--- src/rtl/serial_word_tx.sv ---
// serial_word_tx: parallel-in, serial-out word transmitter with optional even parity.
// Feeds a receiver's serial input (SOUT) and shift-enable (SHIFT_EN) directly.
module serial_word_tx #(
    parameter int unsigned WIDTH  = 4,
    parameter int unsigned PARITY = 0
) (
    input  logic             CLK,
    input  logic             CLRn,
    input  logic             IN_VALID,
    output logic             IN_READY,
    input  logic [WIDTH-1:0] DIN,
    input  logic             DIR,
    input  logic             HOLD,
    output logic             SOUT,
    output logic             SHIFT_EN,
    output logic             BUSY,
    output logic             DONE
);

    localparam int unsigned FRAME_LEN = WIDTH + PARITY;
    localparam int unsigned CNT_W     = $clog2(WIDTH + 2);
    localparam logic [CNT_W-1:0] CNT_LAST = CNT_W'(FRAME_LEN - 1);
    localparam logic [CNT_W-1:0] CNT_DATA = CNT_W'(WIDTH);

    typedef enum logic [1:0] {
        S_IDLE  = 2'd0,
        S_SHIFT = 2'd1,
        S_DONE  = 2'd2
    } state_e;

    state_e             state_q, state_d;
    logic [WIDTH-1:0]   shreg_q, shreg_d;
    logic [CNT_W-1:0]   cnt_q, cnt_d;
    logic               dir_q, dir_d;
    logic               par_q, par_d;
    logic               sout_q, sout_d;
    logic               busy_q, busy_d;
    logic               done_q, done_d;
    logic               in_ready_q, in_ready_d;

    logic               accept;
    logic               advance;
    logic               data_bit;

    assign accept   = IN_VALID && in_ready_q;
    assign advance  = (state_q == S_SHIFT) && !HOLD;
    assign data_bit = dir_q ? shreg_q[WIDTH-1] : shreg_q[0];

    // Next-state, datapath and registered-output computation.
    always_comb begin
        state_d    = state_q;
        shreg_d    = shreg_q;
        cnt_d      = cnt_q;
        dir_d      = dir_q;
        par_d      = par_q;
        sout_d     = 1'b0;
        busy_d     = 1'b0;
        done_d     = 1'b0;
        in_ready_d = 1'b1;

        unique case (state_q)
            S_IDLE: begin
                if (accept) begin
                    state_d = S_SHIFT;
                    shreg_d = DIN;
                    dir_d   = DIR;
                    cnt_d   = '0;
                    par_d   = 1'b0;
                end
            end
            S_SHIFT: begin
                if (advance) begin
                    shreg_d = dir_q ? {shreg_q[WIDTH-2:0], 1'b0}
                                    : {1'b0, shreg_q[WIDTH-1:1]};
                    if (cnt_q < CNT_DATA) begin
                        par_d = par_q ^ data_bit;
                    end
                    cnt_d = cnt_q + CNT_W'(1);
                    if (cnt_q == CNT_LAST) begin
                        state_d = S_DONE;
                    end
                end
            end
            S_DONE: begin
                state_d = S_IDLE;
                if (accept) begin
                    state_d = S_SHIFT;
                    shreg_d = DIN;
                    dir_d   = DIR;
                    cnt_d   = '0;
                    par_d   = 1'b0;
                end
            end
            default: begin
                state_d = S_IDLE;
            end
        endcase

        // Outputs reflect the state being entered, so they are valid right after the edge.
        busy_d     = (state_d == S_SHIFT);
        done_d     = (state_d == S_DONE);
        in_ready_d = (state_d != S_SHIFT);
        if (state_d == S_SHIFT) begin
            if (cnt_d < CNT_DATA) begin
                sout_d = dir_d ? shreg_d[WIDTH-1] : shreg_d[0];
            end else begin
                sout_d = par_d;
            end
        end
    end

    // State and output registers with asynchronous clear.
    always_ff @(posedge CLK or negedge CLRn) begin
        if (!CLRn) begin
            state_q    <= S_IDLE;
            shreg_q    <= '0;
            cnt_q      <= '0;
            dir_q      <= 1'b0;
            par_q      <= 1'b0;
            sout_q     <= 1'b0;
            busy_q     <= 1'b0;
            done_q     <= 1'b0;
            in_ready_q <= 1'b1;
        end else begin
            state_q    <= state_d;
            shreg_q    <= shreg_d;
            cnt_q      <= cnt_d;
            dir_q      <= dir_d;
            par_q      <= par_d;
            sout_q     <= sout_d;
            busy_q     <= busy_d;
            done_q     <= done_d;
            in_ready_q <= in_ready_d;
        end
    end

    // HOLD must gate the enable in the same cycle, so SHIFT_EN is decoded from it directly.
    assign SOUT     = sout_q;
    assign SHIFT_EN = busy_q && !HOLD;
    assign BUSY     = busy_q;
    assign DONE     = done_q;
    assign IN_READY = in_ready_q;

endmodule

--- config.mk ---
export PLATFORM = sky130hd
export DESIGN_NAME = serial_word_tx
export DESIGN_NICKNAME = d
export VERILOG_FILES = /design/src/rtl/serial_word_tx.sv
export SDC_FILE = /design/constraint.sdc
export NUM_CORES = 1
export LEC_CHECK = 0
export BUFFER_PORTS_ARGS = -buffer_cell sky130_fd_sc_hd__buf_2
export CAP_MARGIN = 10
export CELL_PAD_IN_SITES_DETAIL_PLACEMENT = 0
export CELL_PAD_IN_SITES_GLOBAL_PLACEMENT = 1
export CORE_MARGIN = 4
export CORE_UTILIZATION = 36
export CTS_BUF_LIST = sky130_fd_sc_hd__clkbuf_8
export CTS_CLUSTER_DIAMETER = 60
export CTS_CLUSTER_SIZE = 25
export DETAILED_ROUTE_END_ITERATION = 8
export GPL_ROUTABILITY_DRIVEN = 0
export PLACE_DENSITY_LB_ADDON = 0.08
export RECOVER_POWER = 25
export SLEW_MARGIN = 20
export SYNTH_ARGS = -nofsm -noshare
export SYNTH_HDL_FRONTEND = slang
export SYNTH_SLANG_ARGS = --single-unit
--- constraint.sdc ---
create_clock -name CLK -period 3.76 [get_ports CLK]
set_input_delay 0.752 -clock CLK [delete_from_list [all_inputs] [get_ports CLK]]
set_output_delay 0.752 -clock CLK [all_outputs]
set_load 0.03 [all_outputs]
Yosys cells after proc, flatten, opt, wreduce, memory -nomap -nowiden
Index checks and enable logic that the tools add are counted.
W data, S select, Z words.

cells by class
  $add $sub $neg = 1
  multiply operators = 0
  divide/modulo/power cells = 0
  order comparisons = 2
  equality and inequality tests = 8
  shifts and indexed selects = 0
  mux-type cells = 22
  bitwise operators = 1
  reduce and logical (&&, ||, !) cells = 8

operator list
  kind                   count
  $mux W4                3
  $mux W1                10
  $pmux W4 S2            1
  $lt A3 B3 Y1 const B   2
  $mux W2                3
  $mux W3                2
  $pmux W2 S3            1
  $pmux W3 S2            1
  $eq A2 B1 Y1 const B   2
  $eq A2 B2 Y1 const B   2
  $ne A2 B1 Y1 const B   2
  $add A3 B1 Y3 const B  1
  $eq A3 B2 Y1 const B   1
  $logic_and A1 B1 Y1    3
  $reduce_and A3 Y1      1
  $logic_not A2 Y1       1
  $ne A2 B2 Y1 const B   1
  $pmux W1 S2            1
  $reduce_bool A2 Y1     1
  $reduce_or A2 Y1       1
  $logic_not A1 Y1       1
  $xor A1 B1 Y1          1

storage, ports and cells
  flip-flop bits (word level) = 15
  latch bits = 0
  memory bits (writable) = 0
  bits in read-only memories = 0
  bits of input ports = 9
  output and inout port bits = 5
  logic and storage cells = 52
  memories = 0

Longest topological paths before layout
Gate-level depths: netlist of the first run.

  depth after elaboration = 7
  mapped depth = 6
  mapped depth without buffers = 6

Worst setup path after synthesis of the first run
No wires, ideal clock.

  path type = input-to-reg
  from = in HOLD
  to = reg sout_q (netlist: SOUT)
  setup time = 122 ps
  arrival time = 1881 ps
  data required time = 3638 ps
  path slack = 1756 ps
  stages on the path = 6
  path buffers = 1
  path through = or3b_1 buf_2 nor3_2 mux2_4 nand3b_2 o31ai_2

between the ends
  elaborated cells on any way between the ends = 15
  classes of those cells = order compare: 1; eq/ne: 1; mux: 11; reduce/logical: 2

RTL lines
  what                    line  RTL
  start: declaration      13    input logic HOLD,
  $logic_not A1 Y1        46    assign advance = (state_q == S_SHIFT) && !HOLD;
  $logic_and A1 B1 Y1     46
  $mux W1                 72    if (advance) begin
  $pmux W1 S2             61    unique case (state_q)
  named net par_d         35    logic par_q, par_d;
  $mux W1                 104   if (cnt_d < CNT_DATA) begin
  $mux W1                 103   if (state_d == S_SHIFT) begin
  named net sout_d        36    logic sout_q, sout_d;
  end signal: assignment  130   sout_q <= sout_d;
  end: declaration        36

The timed path passes the listed nets, and every way through them passes these cells. The select of a mux whose other input is x is not followed.
A chain may end at the register's enable or synchronous reset.

Worst setup path in the final report of the first run
  from = in HOLD
  to = out SHIFT_EN

between the ends
  word-level cells in the longest chain between the ends = 2

ends and longest elaborated chain
  what                 line  RTL
  $logic_not A1 Y1     139   assign SHIFT_EN = busy_q && !HOLD;
  $logic_and A1 B1 Y1  139
  end: declaration     15    output logic SHIFT_EN,

Every way passes these cells.

==> results of run 1 <==
-- path summary, 6_finish.rpt --
kind                             to  slack (ns)     start  cells after the start
setup reg to reg               SOUT        2.00  IN_READY                      5
max in group asynchronous  cnt_q[1]        2.72      CLRn                      1
hold / removal             cnt_q[0]        0.50  cnt_q[0]                      1
min in group asynchronous     par_q        0.55      CLRn                      1
hold reg to reg            cnt_q[0]        0.50  cnt_q[0]                      1
setup / recovery           SHIFT_EN        1.79      HOLD                      3
-- where the power goes --
part           switching, W  internal (W)  leakage [nW]
combinational      0.000145      0.000116         0.204
sequential        0.0000481      0.000228         0.189
clock             0.0000562     0.0000733        0.0255
total              0.000249      0.000417         0.418
-- critical path: cells and delay by family --
family | cells | cell delay (ns)
simple gates | 1 | 0.17
buf+inv | 2 | 0.29
-- routing by layer --
| metal | global-route usage [%] | vias to the layer above |
|---|---|---|
| met5 | 0 | - |
| met4 | 6.38 | 0 |
| met3 | 5.13 | 2 |
| met2 | 14.0 | 10 |
| met1 | 14.9 | 210 |
| li1 | - | 231 |
-- state kept, by name, indices dropped and copies added (netlist names) --
| register | count |
|---|---|
| IN_READY | 1 |
| cnt_q | 3 |
| dir_q | 1 |
| shreg_q | 4 |
| par_q | 1 |
| DONE | 1 |
| SOUT | 1 |
| state_q | 2 |
| BUSY | 1 |
-- logic make-up after synthesis --
family	synth area share [%]
mux	9.43
fa+ha+maj	3.56
flops	53.6
buf+inv	4.63
simple gates	17.8
compound gates	11.0
-- through the flow --
| step | hold slack, ns | instance area, µm² | utilization (%) |
|---|---|---|---|
| after global routing | 0.527 | 831 | 46.6 |
| after floorplan | 0.456 | 703 | - |
| after CTS | 0.400 | 832 | 46.7 |
| final | 0.504 | 831 | 46.6 |
| after detailed placement | 0.486 | 786 | 44.1 |
| after global placement | 0.490 | 786 | 44.1 |
-- cell type report --
cell class,count,share of cell area [%]
Clock buffer,3,4.97
Clock inverter,1,0.602
Inverter,5,2.26
Multi-Input combinational cell,35,35.4
Sequential cell,15,45.3
Tap cell,25,3.77
Timing Repair Buffer,13,7.68
-- cells in the mapped netlist (2+ instances only) --
| library cell | count |
|---|---|
| nor2_2 | 2 |
| a21oi_1 | 2 |
| ha_1 | 2 |
| a221o_1 | 3 |
| and2_1 | 2 |
| buf_2 | 2 |
| mux2i_1 | 4 |
| nor2_1 | 5 |
| inv_1 | 5 |
| nor3b_2 | 2 |
| dfrtp_1 | 14 |
==> flow_summary.ini, run 1 <==
[status]
outcome = complete, no violations

[routing]
top_layer = met4
wl_met3_um = 75
antenna_left = 0
vias = 453
route.met2.wl_um = 512
wl_per_cell_um = 13.2
wl_met1_um = 670
drc_errors = 0
wirelength_mm = 1.28
vias_per_cell = 4.67
firstDrtPassIters = 2
drtIter0Drc = 4

[finish]
filler_cell_count = 174
final_cell_mix = dfrtp_1 (14), buf_2 (12), inv_1 (5), nor2_1 (5), mux2i_1 (4)
instances_no_fill = 97
diodes = 0
layout_commonest_cell = dfrtp_1
seqCellArea_um2 = 377
layout-drive-gt1-share_pct = 37.5
multi_input_area_um2 = 294
nets = 84
area_growth_pct = 18.1

[worst_hold_path]
hp-class = reg2reg

[yosys]
synth-edff-count = 0
syn_avg_cell_area_um2 = 12.1
yosysTopAreaCell = dfrtp_1
synthCells = 58
synth-async-reset-ratio_pct = 100
synthFlopType = dfrtp_1
syn-num-nets = 69
synth_top_area_share_pct = 49.8
ys_top_cells_by_area = dfrtp_1 (50%), mux2i_1 (5.7%), a221o_1 (4.3%)
ys_ff_latch = 15
yosys_warnings = 0
yosysSeqAreaShare_pct = 53.6
synth_area_um2 = 703
ys_types = 26

[die]
core_area_mm2 = 0.00178
fp.dieArea_mm2 = 0.00272
dieHeight_um = 52.2
die_x_um = 52.2
placementRows = 15
start_util_pct = 39.4
io_pins = 14

[global_route]
grt_pass1_vias = 426
grt_pass1_wl_mm = 2.04
grt-ovfl-total = 0
grt_usage_pct = 11.0
grt_max_degree = 16
antenna_found_initial = 0

[clock_tree]
cts.sinks = 15
clock_latency_ns = 0.25
cts_buffer_depth = 2
hold_buffers = 0
cts_setup_buffers = 0
clkTransAtPathRegs_ns = 0.06
cts_made_buffers = 3
cts_tree = done
cts_root_buf = clkbuf_8
htree_levels = 1
postCtsResizedCells = 0

[setup_path]
criticalPathCategory = in2out
cp_common_cell = buf_2
crit_path_cell_trace = buf_2, and2b_1, buf_2
cp-end-kind = primary output
critical_path_required_ns = 3.01
worstPathMaxFanout = 3
arrival_ns = 1.22
worst_path_max_delay_cell = buf_2
max_stage_delay_ns = 0.18
startpoint_type = primary input

[timing]
layout_setup_ws_ns = 1.79
finalClockSkew_ns = 0.00257
final.min_clock_period_ns = 1.97
finalMaxSlewViolations = 0
tns_ns = 0
slew_headroom_pct = 48.4
rsz0062_at_grt = false
hold_viol_final = 0
setup_viol = 0
finalCritPeriodShare_pct = 52.4
timing.fmax_mhz = 508
worst_pin_slew_ns = 0.774

[pwr]
p_leak_nw = 0.418
p_total_w = 0.000666
power.density_mw_per_mm2 = 802
vdd_drop_max_mv = 0.317

[place]
dp_hpwl_um = 940
dp.cells = 93
dp_slack_ns = 1.59
io_buffers = 13

[job]
maxCapViolCount = 0
Note: power is estimated with default switching activity, not from simulation.
==> inputs of run 2 (changes only) <==
--- a/config.mk
+++ b/config.mk
@@ -5,6 +5,7 @@
 export SDC_FILE = /design/constraint.sdc
 export NUM_CORES = 1
 export LEC_CHECK = 0
+export ABC_AREA = 1
 export BUFFER_PORTS_ARGS = -buffer_cell sky130_fd_sc_hd__buf_2
 export CAP_MARGIN = 10
 export CELL_PAD_IN_SITES_DETAIL_PLACEMENT = 0
==> constraint.sdc (replaced) <==
create_clock -name CLK -period 1.85 [get_ports CLK]
set_input_delay 0.37 -clock CLK [delete_from_list [all_inputs] [get_ports CLK]]
set_output_delay 0.37 -clock CLK [all_outputs]
set_load 0.03 [all_outputs]
==> flow_summary.ini, run 2 <==
[die]
placementRows = 15
start_util_pct = 39.9
io_pins = 14
core_area_mm2 = 0.00180
fp.dieArea_mm2 = 0.00277
die_x_um = 52.7
dieHeight_um = 52.7

[timing]
rsz0062_at_grt = false
worst_pin_slew_ns = 0.798
finalMaxSlewViolations = 0
tns_ns = 0
finalClockSkew_ns = 0.00574
setup_viol = 0
finalCritPeriodShare_pct = 80.1
slew_headroom_pct = 46.8
final.min_clock_period_ns = 1.48
timing.fmax_mhz = 675
hold_viol_final = 0

[job]
maxCapViolCount = 0

[finish]
largest_reg_flops = 4
area_growth_pct = 18.8
final_cell_mix = nand2_1 (23), inv_1 (17), dfrtp_1 (14), buf_2 (12), nor2_1 (10)
regMostFlops = shreg_q
final_area_um2 = 853
nets = 116
diodes = 0
largestRegisters = shreg_q: 4 flops, cnt_q: 3 flops, state_q: 2 flops
layout-drive-gt1-share_pct = 19.2
layout_commonest_cell = nand2_1

[routing]
vias_per_cell = 4.48
drtIter0Drc = 9
firstDrtPassIters = 4
wl_per_cell_um = 10.9
vias = 578
drc_errors = 0
antenna_left = 0
wirelength_mm = 1.40

[setup_path]
startpoint_type = flip-flop
arrival_ns = 1.62
worstPathMaxFanout = 6
reg2reg_depth = 7
reg2reg_slack_ns = 0.37
critical_path_required_ns = 1.99
cp-end-kind = flip-flop
rr_startpoint = IN_READY
criticalPathCategory = reg2reg
r2r-end = SOUT

[global_route]
antenna_found_initial = 0
grt_max_degree = 16
grt-ovfl-total = 0
grt_pass1_wl_mm = 2.24
grt_pass1_vias = 519
grt_usage_pct = 11.5

[yosys]
synth-async-reset-ratio_pct = 100
synth_common_cells = nand2_1 (23), inv_1 (16), dfrtp_1 (14), nor2_1 (10), nand3_1 (7)
synthCells = 88
synth_area_um2 = 718
yosysSeqAreaShare_pct = 52.4
synth.most_common_cell = nand2_1
ys_types = 17
syn_avg_cell_area_um2 = 8.16
ys_top_cells_by_area = dfrtp_1 (49%), nand2_1 (12%), inv_1 (8.4%)
synth-edff-count = 0
yosys_warnings = 0
syn-num-nets = 99
synth_top_area_share_pct = 48.8
synthFlopType = dfrtp_1
ys_ff_latch = 15
yosysTopAreaCell = dfrtp_1

[clock_tree]
clkTransAtPathRegs_ns = 0.06
cts.sinks = 15
htree_levels = 1
cts_root_buf = clkbuf_8
hold_buffers = 0
cts_setup_buffers = 0
cts_tree = done
postCtsResizedCells = 0
cts_buffer_depth = 2
cts_made_buffers = 3
clock_latency_ns = 0.25

[place]
dp_hpwl_mm = 1.08
io_buffers = 13
detailed_place.area_um2 = 810

[pwr]
power.density_mw_per_mm2 = 1640
p_total_w = 0.00140
vdd_drop_max_mv = 0.577
p_leak_nw = 0.466

[worst_hold_path]
hp-class = in2async

[status]
outcome = complete, no violations
-- run 2: cell count changes after synthesis, sizes merged, moves of 2 or more --
| cell | change |
|---|---|
| o21ai | +5 |
| inv | +11 |
| a221o | -4 |
| and2 | -2 |
| mux2 | -2 |
| nand2 | +22 |
| nor3b | -2 |
| mux2i | -4 |
| nor2 | +4 |
| nand3 | +9 |
-- run 2: where the power goes --
group          switching [W]  internal [W]
registers          0.0000929      0.000474
clock network       0.000110      0.000147
logic               0.000380      0.000192
-- run 2: worst max-delay path, cell delays in order (launching register included) --
cell and delay [ns]:
dfstp_2 0.55, nand2_1 0.05, nor2_1 0.30, o21ai_0 0.21, nand2_1 0.11, nand2_1 0.05
nor2_1 0.08, nor2_1 0.04
-- run 2: kinds of logic after synthesis --
group,share of synthesized area [%]
simple gates,26.7
buf+inv,9.06
flops,52.4
compound gates,8.36
fa+ha+maj,3.48
-- run 2: layout make-up --
type                    instances  area, µm²
inverters                      16       60.1
clock buffers                   3       41.3
fillers                       204        948
clock inverters                 1       3.75
well taps                      25       31.3
repair buffers                 13       63.8
multi-input cells              56        277
flip-flops and latches         15        377
-- run 2: how the worst max path moves through the flow --
stage / from / end / depth (start not counted)
after floorplan: IN_READY / SOUT / 7
after global placement: IN_READY / SOUT / 7
after detailed placement: IN_READY / SOUT / 7
after CTS: IN_READY / SOUT / 7
after global routing: IN_READY / SOUT / 7
final: IN_READY / SOUT / 7
-- run 2: through the flow --
step,utilization (%),setup WS (ns),instances,hold WS [ns]
final,47.4,0.369,129,0.184
after global routing,47.4,0.177,129,0.258
after CTS,47.4,0.338,129,0.0272
after detailed placement,44.9,0.342,125,0.294
after global placement,44.9,0.347,125,0.299
after floorplan,-,0.435,88,0.0744
-- run 2: per-layer routing --
metal,track usage [%],share of wire [%]
met5,0,0
met4,7.66,2.5
met3,2.56,7.1
met2,16.5,39
met1,15.2,52
==> inputs of run 3 (changes only) <==
==> constraint.sdc (replaced) <==
create_clock -name CLK -period 1.5 [get_ports CLK]
set_input_delay 0.3 -clock CLK [delete_from_list [all_inputs] [get_ports CLK]]
set_output_delay 0.3 -clock CLK [all_outputs]
set_load 0.03 [all_outputs]
==> flow_summary.ini, run 3 (synthesis results as in run 2) <==
[routing]
wl_per_cell_um = 11.8
antenna_left = 0
wirelength_mm = 1.61
vias = 622
drc_errors = 0
vias_per_cell = 4.57
firstDrtPassIters = 4
drtIter0Drc = 14

[die]
start_util_pct = 39.9
die_x_um = 52.7
placementRows = 15
core_area_mm2 = 0.00180
dieHeight_um = 52.7
fp.dieArea_mm2 = 0.00277
io_pins = 14

[job]
maxCapViolCount = 0

[finish]
area_growth_pct = 34.0
layout-drive-gt1-share_pct = 31.5
layout_commonest_cell = nand2_1
instances_no_fill = 136
largest_reg_flops = 4
largestRegisters = shreg_q: 4 flops, cnt_q: 3 flops, state_q: 2 flops
diodes = 0
seqCellArea_um2 = 377
final_cell_mix = nand2_1 (21), inv_1 (16), dfrtp_1 (14), buf_2 (12), nor2_1 (9)
nets = 123
multi_input_area_um2 = 327
regMostFlops = shreg_q
filler_cell_count = 194

[timing]
holdWs_ns = 0.266
hold_viol_final = 0
slew_headroom_pct = 46.7
finalCritPeriodShare_pct = 94.5
finalClockSkew_ns = 0.00192
worst_pin_slew_ns = 0.799
setup_viol = 0
final.min_clock_period_ns = 1.42
timing.fmax_mhz = 705
finalMaxSlewViolations = 0

[setup_path]
worstPathMaxFanout = 7
criticalPathCategory = reg2reg
arrival_ns = 1.55
cp-end-kind = flip-flop
startpoint_type = flip-flop
critical_path_required_ns = 1.64

[pwr]
vdd_drop_max_mv = 0.860
pwr-share-clk_pct = 16.2
power.switching_w = 0.000811
p_total_w = 0.00195
intPower_w = 0.00114
p_comb_share_pct = 47.1
p_seq_share_pct = 36.7
power.density_mw_per_mm2 = 2020
switching_share_pct = 41.7
p_leak_nw = 0.510

[global_route]
grt_max_degree = 16
grt_pass1_vias = 581
grt_usage_pct = 13.4
antenna_found_initial = 0
grt_pass1_wl_mm = 2.59
grt-ovfl-total = 0

[clock_tree]
cts.sinks = 15
clkTransAtPathRegs_ns = 0.06
htree_levels = 1
cts_root_buf = clkbuf_8
cts_made_buffers = 3
cts_buffer_depth = 2
cts_tree = done
clock_latency_ns = 0.24

[place]
dp_hpwl_mm = 1.15
dp.cells = 128
io_buffers = 13

[status]
outcome = complete, no violations

[worst_hold_path]
hp-class = in2reg
==> run 3: layer usage <==
layer | vias up | track usage (%) | share of wire (%) | wire [µm]
li1 | 323 | - | - | -
met1 | 279 | 16.7 | 46 | 737
met2 | 16 | 20.5 | 47 | 754
met3 | 4 | 3.99 | 5.4 | 87
met4 | 0 | 7.66 | 1.8 | 29
met5 | - | 0 | 0 | 0
==> run 3: final cells by class <==
cell class / instances / area share, %
Clock inverter: 1 / 0.390
Multi-Input combinational cell: 56 / 33.9
Clock buffer: 3 / 4.29
Timing Repair Buffer: 20 / 12.7
Sequential cell: 15 / 39.1
Inverter: 16 / 6.24
Tap cell: 25 / 3.25
==> run 3: path summary, 6_finish.rpt <==
path / start / end / slack [ns] / cells past startpoint
max: IN_READY / SOUT / 0.08 / 9
min: DIN[1] / shreg_q[1] / 0.27 / 3
max reg2reg: IN_READY / SOUT / 0.08 / 9
min reg2reg: cnt_q[0] / cnt_q[0] / 0.54 / 1
max in group asynchronous: CLRn / dir_q / 0.34 / 2
min in group asynchronous: CLRn / BUSY / 0.67 / 2
==> run 3: power by group through the flow <==
| stage | Combinational, W | Sequential [W] | Clock [W] |
|---|---|---|---|
| after floorplan | 0.000499 | 0.000745 | 0 |
| after global placement | 0.000752 | 0.000701 | 0 |
| after detailed placement | 0.000761 | 0.000708 | 0 |
| after CTS | 0.000769 | 0.000702 | 0.000330 |
| after global routing | 0.00105 | 0.000745 | 0.000355 |
| final | 0.000917 | 0.000714 | 0.000315 |
==> run 3: repair_timing <==
action | CTS | global route
endpoints found under the hold margin | 14 | 0
buffers inserted | 0 | 3
setup endpoints to repair | 0 | 1
hold buffers | 1 | 0
gates resized for setup | 0 | 14
==> run 3: per-stage QoR <==
step,worst slack (ns),utilization (%),cell area [µm²],setup TNS (ns)
2_1_floorplan,0.0851,-,718,0
3_3_place_gp,0.110,46.2,832,0
3_5_place_dp,0.0744,46.2,832,0
4_1_cts,0.0684,49.2,887,0
5_1_grt,-0.00833,53.4,962,-0.00833
6_report,0.0821,53.4,962,0
==> run 3: worst max-delay path, stage by stage, from the launching register on <==
cell and delay [ns]:
dfstp_2 0.53, buf_4 0.10, nand3_2 0.08, buf_6 0.14, nand3_1 0.09, nand3_2 0.07, nand2_1 0.06, nand2_1 0.06
nor2_2 0.11, nor2_1 0.06
